<file path="src/rtl/mv_bram_loader_if.sv">
// Stream and BRAM-port bundles for mv_bram_loader.
// The stream master drives data/valid/last; the BRAM master drives address, data, enables and clock.
interface mv_stream_if #(parameter int DATA_W = 32);
  logic [DATA_W-1:0] s_tdata;
  logic              s_tvalid;
  logic              s_tready;
  logic              s_tlast;

  modport master (output s_tdata, output s_tvalid, output s_tlast, input s_tready);
  modport slave  (input s_tdata, input s_tvalid, input s_tlast, output s_tready);
endinterface

interface mv_bram_if #(parameter int DATA_W = 32);
  logic [31:0]       BRAM_ADDR;
  logic [DATA_W-1:0] BRAM_WRDATA;
  logic [3:0]        BRAM_WE;
  logic              BRAM_CLK;

  modport master (output BRAM_ADDR, output BRAM_WRDATA, output BRAM_WE, output BRAM_CLK);
  modport slave  (input BRAM_ADDR, input BRAM_WRDATA, input BRAM_WE, input BRAM_CLK);
endinterface

</file>
<file path="src/rtl/mv_bram_loader.sv">
// Streams the vector and matrix image into the operand BRAM, then kicks the PE array and waits for it.
// Optional tlast framing check: define MV_LOADER_TLAST_CHECK_EN to add the sticky err_tlast output.
module mv_bram_loader #(
  parameter int L_RAM_SIZE = 3,
  parameter int ROW_SIZE   = 8,
  parameter int DATA_W     = 32
) (
  input  logic        S_AXI_ACLK,
  input  logic        S_AXI_ARESETN,
  input  logic        load_start,
  mv_stream_if.slave  s_axis,
  mv_bram_if.master   bram,
  output logic        pe_start,
  input  logic        pe_done,
  output logic        busy,
  output logic        done
`ifdef MV_LOADER_TLAST_CHECK_EN
  ,
  output logic        err_tlast
`endif
);

  localparam int TOTAL = (2 ** L_RAM_SIZE) * (ROW_SIZE + 1);
  localparam int CW    = $clog2(TOTAL);
  localparam logic [CW-1:0] LAST_IDX = CW'(TOTAL - 1);

  typedef enum logic [2:0] {IDLE, LOAD, KICK, WAIT_PE, FIN} state_t;

  state_t        state, state_nxt;
  logic [CW-1:0] count;
  logic          hs;
  logic          is_last;

  assign s_axis.s_tready = (state == LOAD);
  assign hs              = s_axis.s_tvalid & s_axis.s_tready;
  assign is_last         = (count == LAST_IDX);
  assign bram.BRAM_CLK   = ~S_AXI_ACLK;

  assign pe_start = (state == KICK);
  assign done     = (state == FIN);
  assign busy     = (state != IDLE);

  always_ff @(posedge S_AXI_ACLK or negedge S_AXI_ARESETN) begin
    if (!S_AXI_ARESETN) state <= IDLE;
    else                state <= state_nxt;
  end

  always_comb begin
    state_nxt = state;
    case (state)
      IDLE:    if (load_start) state_nxt = LOAD;
      LOAD:    if (hs && is_last) state_nxt = KICK;
      KICK:    state_nxt = WAIT_PE;
      WAIT_PE: if (pe_done) state_nxt = FIN;
      FIN:     state_nxt = IDLE;
      default: state_nxt = IDLE;
    endcase
  end

  // Write port is registered: the accepted word appears on the BRAM port the cycle after its handshake.
  always_ff @(posedge S_AXI_ACLK or negedge S_AXI_ARESETN) begin
    if (!S_AXI_ARESETN) begin
      count            <= '0;
      bram.BRAM_ADDR   <= '0;
      bram.BRAM_WRDATA <= '0;
      bram.BRAM_WE     <= '0;
    end else begin
      bram.BRAM_WE <= '0;
      if (state == IDLE && load_start) begin
        count <= '0;
      end else if (hs) begin
        bram.BRAM_ADDR   <= {{(32-CW-2){1'b0}}, count, 2'b00};
        bram.BRAM_WRDATA <= s_axis.s_tdata;
        bram.BRAM_WE     <= '1;
        count            <= count + 1'b1;
      end
    end
  end

`ifdef MV_LOADER_TLAST_CHECK_EN
  always_ff @(posedge S_AXI_ACLK or negedge S_AXI_ARESETN) begin
    if (!S_AXI_ARESETN)                              err_tlast <= 1'b0;
    else if (state == IDLE && load_start)            err_tlast <= 1'b0;
    else if (hs && (s_axis.s_tlast != is_last))      err_tlast <= 1'b1;
  end
`else
  logic unused_tlast;
  assign unused_tlast = s_axis.s_tlast;
`endif

endmodule

</file>
<file path="src/flat_wrapper.sv">
// flat-port wrapper written by rule: the top's interface ports become plain ports
module mv_bram_loader_flat 
#(
  parameter int L_RAM_SIZE = 3,
  parameter int ROW_SIZE   = 8,
  parameter int DATA_W     = 32
)
  (S_AXI_ACLK, S_AXI_ARESETN, load_start, pe_start, pe_done, busy, done, s_axis_s_tdata, s_axis_s_tvalid, s_axis_s_tlast, s_axis_s_tready, bram_BRAM_ADDR, bram_BRAM_WRDATA, bram_BRAM_WE, bram_BRAM_CLK);
  mv_stream_if #(.DATA_W(DATA_W)) s_axis_i ();
  mv_bram_if #(.DATA_W(DATA_W)) bram_i ();
  input  logic S_AXI_ACLK;
  input  logic S_AXI_ARESETN;
  input  logic load_start;
  output logic pe_start;
  input  logic pe_done;
  output logic busy;
  output logic done;
  input wire logic [$bits(s_axis_i.s_tdata)-1:0] s_axis_s_tdata;
  input wire logic [$bits(s_axis_i.s_tvalid)-1:0] s_axis_s_tvalid;
  input wire logic [$bits(s_axis_i.s_tlast)-1:0] s_axis_s_tlast;
  output wire logic [$bits(s_axis_i.s_tready)-1:0] s_axis_s_tready;
  output wire logic [$bits(bram_i.BRAM_ADDR)-1:0] bram_BRAM_ADDR;
  output wire logic [$bits(bram_i.BRAM_WRDATA)-1:0] bram_BRAM_WRDATA;
  output wire logic [$bits(bram_i.BRAM_WE)-1:0] bram_BRAM_WE;
  output wire logic [$bits(bram_i.BRAM_CLK)-1:0] bram_BRAM_CLK;
  assign s_axis_i.s_tdata = s_axis_s_tdata;
  assign s_axis_i.s_tvalid = s_axis_s_tvalid;
  assign s_axis_i.s_tlast = s_axis_s_tlast;
  assign s_axis_s_tready = s_axis_i.s_tready;
  assign bram_BRAM_ADDR = bram_i.BRAM_ADDR;
  assign bram_BRAM_WRDATA = bram_i.BRAM_WRDATA;
  assign bram_BRAM_WE = bram_i.BRAM_WE;
  assign bram_BRAM_CLK = bram_i.BRAM_CLK;
  mv_bram_loader #(.L_RAM_SIZE(L_RAM_SIZE), .ROW_SIZE(ROW_SIZE), .DATA_W(DATA_W)) u_core (.S_AXI_ACLK(S_AXI_ACLK), .S_AXI_ARESETN(S_AXI_ARESETN), .load_start(load_start), .s_axis(s_axis_i), .bram(bram_i), .pe_start(pe_start), .pe_done(pe_done), .busy(busy), .done(done));
endmodule
</file>
<file path="config.mk">
export PLATFORM = sky130hd
export DESIGN_NAME = mv_bram_loader_flat
export DESIGN_NICKNAME = d
export VERILOG_FILES = /design/src/rtl/mv_bram_loader_if.sv /design/src/rtl/mv_bram_loader.sv /design/src/flat_wrapper.sv
export SDC_FILE = /design/constraint.sdc
export NUM_CORES = 1
export LEC_CHECK = 0
export CAP_MARGIN = 0
export CORE_ASPECT_RATIO = 2
export CORE_MARGIN = 1.5
export CORE_UTILIZATION = 43
export CTS_CLUSTER_SIZE = 20
export DETAILED_ROUTE_END_ITERATION = 16
export PLACE_DENSITY = 0.81
export SYNTH_ARGS = -nofsm -noshare
export SYNTH_HDL_FRONTEND = slang
export SYNTH_SLANG_ARGS = --single-unit
</file>
<file path="constraint.sdc">
create_clock -name S_AXI_ACLK -period 4 [get_ports S_AXI_ACLK]
set_clock_uncertainty 0.1 [all_clocks]
set_input_delay 0.6 -clock S_AXI_ACLK [delete_from_list [all_inputs] [get_ports S_AXI_ACLK]]
set_output_delay 0.6 -clock S_AXI_ACLK [all_outputs]
set_load 0.02 [all_outputs]
</file>
# Word-level counts from Yosys, hierarchy flattened
# Index checks and enable logic that the tools add are counted.
[word_totals]
inputBits = 38
wordCells = 32
out_inout_bits = 73
reg_bits = 53
[classes]
bitwise = 3
reduce_logical = 7
addsub = 1
n_mux = 8
eq_ne = 8
[op_table]
columns = ["cell", "n"]
rows = [
  ["2-to-1 mux 7 bit", 2],
  ["one-hot mux 3 bit (4 select lines)", 1],
  ["2-to-1 mux 3 bit", 3],
  ["2-to-1 mux 4 bit", 2],
  ["adder 7 x 1 -> 7 bit (second input constant)", 1],
  ["== test 7 bit (second input constant)", 1],
  ["== test 3 x 2 -> 1 bit (second input constant)", 2],
  ["inequality test 2 bit (second input constant)", 3],
  ["== test 3 x 1 -> 1 bit (second input constant)", 1],
  ["== test 3 bit (second input constant)", 1],
  ["zero test 3 bit", 1],
  ["AND reduction 3 bit", 1],
  ["nonzero test 3 bit", 1],
  ["logical AND 1 bit", 2],
  ["inverter 1 bit", 2],
  ["AND reduction 2 bit", 1],
  ["nonzero test 2 bit", 1],
  ["AND 1 bit", 1],
]

# Logic depth before layout (Yosys ltp)
[depth]
depth_word = 5
mapped_depth = 6

==> qor.csv <==
metric;value;unit
TritonRoute pass-1 iters;6;
final WL;4756;microns
Vias;1860;
Antenna Cells;0;
unrepaired setup endpoints after global routing;false;
Pins Over Slew Limit;0;
clk root buf;clkbuf_8;
count of different cell masters after synthesis;28;
Pleak;1.524;nW
Cell Area, Synth;0.002232;sq mm
final net count;372;
VDD IR max;0.2600;mV
reg2reg setup slack;1920;ps
postcts setup bufs;0;
Worst-Margin Slew;1064;ps
antenna violations before repair;0;
Top delay family on crit path;buffers and inverters;
number of synthesized register bits;50;
CP endpoint kind;output pin;
DP HPWL;3390;microns
CP startpoint kind;clock port;
Mapped Cells;254;
Slew headroom;0.2908;
FILL cells;460;
first-pass GRT wire length;7527;microns
final hold vios;0;
PortBufs;84;
Die Area;0.005658;sq mm
hold crit path type;primary input to asynchronous set/reset pin;
Util after Layout;0.6071;
WL/cell;12.13;microns
TritonCTS Buffers;5;
arrival time worst endpoint;2950;ps
largest net degree at the start of global routing;51;
crit-path cells;clkbuf_8 -> clkbuf_8 -> inv_1 -> clkdlybuf4s50_1;
Cell Rows;37;
core area;0.005092;sq mm
# DRC;0;
Die W;53.95;microns
Starting Density;0.4383;
io pins;111;
GP Congestion;0.7923;
WP data required;3300;ps
YS warnings;0;
Tot Pwr;1.413;mW
clock buffer depth;2;
layout overhead on the synthesized area;38.51;%
share of layout cells above drive strength 1;0.03892;
Worst-Skew Late Latency;310;ps
CP Buf/Inv Count;4;
Max-cap violations;0;
Syn Area/Cell;8.788;sq um
antenna-violating nets left;0;
Iter 0 DRT Violations;70;
final setup vio count;0;
outcome;finished clean;
PwrDens;457.2;mW/mm^2
CP most frequent cell;clkbuf_8;
Largest stage delay, worst path;590;ps
WS Path Type;clock port to output pin;
Reg clk slew, reported paths;90;ps
# H-tree levels;2;
Via density;4.745;
CP max FO;14;
vias in the first global route;1689;
total congestion overflow;0;
Die Height;104.9;microns
share of the yosys chip area belonging to registers;0.5605;
Final TNS setup;0;ps
Total GRT Usage;0.1809;
post-cts sizing count;0;
CTS Hold Bufs;0;
Critical-path top delay cell;clkdlybuf4s50_1;
CTS tree;done;
[cell usage after synthesis]
library cell | n | area (sq um)
and4_1 | 1 | 8.760
o31ai_1 | 2 | 15.01
o21bai_1 | 1 | 7.510
nor2b_1 | 2 | 12.51
ha_1 | 1 | 12.51
nor2_1 | 4 | 15.01
inv_2 | 1 | 3.750
clkbuf_1 | 6 | 22.52
or4_1 | 2 | 15.01
buf_2 | 4 | 20.02
nor3b_1 | 1 | 7.510
a32oi_1 | 1 | 8.760
buf_4 | 28 | 210.2
inv_1 | 2 | 7.510
or2b_1 | 2 | 15.01
a21bo_2 | 1 | 10.01
nand2_1 | 123 | 461.7
nand3_1 | 4 | 20.02
nor3_1 | 1 | 5.000
o21ai_0 | 3 | 15.01
or4b_1 | 1 | 10.01
o21a_1 | 1 | 7.510
nand4bb_1 | 1 | 11.26
a31oi_1 | 1 | 6.260
a21oi_1 | 6 | 30.03
dfrtp_1 | 50 | 1251
conb_1 | 1 | 3.750
or3_1 | 3 | 18.77
[per-stage QoR]
| stage | cell area, sq um | setup WS (ps) | hold WS, ps | std cells |
|---|---|---|---|---|
| 6_report | 3092 | 354.4 | 376.2 | 392 |
| 5_1_grt | 3092 | 316.6 | 402.4 | 392 |
| 4_1_cts | 3092 | 340.9 | 383.8 | 392 |
| 3_5_place_dp | 2998 | 691.1 | 360.7 | 384 |
| 3_3_place_gp | 2998 | 691.1 | 357.0 | 384 |
| 2_1_floorplan | 2322 | 1172 | 204.4 | 278 |
[layout by cell type (no fill, tap or decap), drive strengths merged, types with 2 or more instances in the layout]
cell           Yosys  routed
or4                2       2
o31ai              2       2
nand2            123     123
nor2               4       4
nand3              4       4
or3                3       3
a21oi              6       6
or2b               2       2
inv                3       3
nor2b              2       2
buf               32       3
o21ai              3       3
dfrtp             50      50
conb               1      25
clkbuf             6       6
clkdlybuf4s50      0      83
[report_power, final]
part	internal [mW]	switching, mW	total, mW
Combinational	0.194	0.233	0.427
Sequential	0.588	0.0580	0.646
Clock	0.157	0.184	0.340
[cell type report]
class / count / area [sq um] / area share
Multi-Input combinational cell: 187 / 812.0 / 0.2626
Timing Repair Buffer: 85 / 840.8 / 0.2720
Clock buffer: 7 / 92.59 / 0.02995
Sequential cell: 50 / 1251 / 0.4047
Clock inverter: 3 / 15.01 / 0.004856
Inverter: 2 / 7.507 / 0.002428
Tap cell: 58 / 72.57 / 0.02347
[sequential cells by signal (all words and copies together) (netlist names)]
signal                   flops
u_core.state                 3
u_core.bram.BRAM_ADDR        7
u_core.bram.BRAM_WRDATA     32
u_core.bram.BRAM_WE          1
u_core.count                 7
[cells by family (layout without fill, tap and decap cells)]
kind of cell,Yosys count,count (layout),synth area share
and+or+nand+nor,145,145,0.2691
DFF,50,50,0.5605
buffers and inverters,41,97,0.1183
AOI/OAI and AO/OA,16,16,0.04484
adders and majority gates,1,1,0.005604
other,1,25,0.001680
[routing by layer]
layer  share of wire  GRT usage  wire, microns
met2            0.54     0.3127           2565
met3           0.065    0.03714            310
met1            0.36     0.1899           1732
met5               0          0              0
met4           0.031     0.1007            146
[path summary, 6_finish.rpt]
| kind | depth (start not counted) | startpoint | to |
|---|---|---|---|
| max | 4 | S_AXI_ACLK | bram_BRAM_CLK |
| max in group asynchronous | 1 | S_AXI_ARESETN | u_core.bram.BRAM_ADDR[3] |
| max reg2reg | 5 | u_core.state[2] | u_core.bram.BRAM_WRDATA[26] |
| min in group S_AXI_ACLK | 2 | u_core.bram.BRAM_WRDATA[10] | u_core.bram.BRAM_WRDATA[10] |
| min | 1 | S_AXI_ARESETN | u_core.bram.BRAM_WRDATA[25] |
| min reg2reg | 2 | u_core.bram.BRAM_WRDATA[10] | u_core.bram.BRAM_WRDATA[10] |
Note: power is estimated with default switching activity, not from simulation.
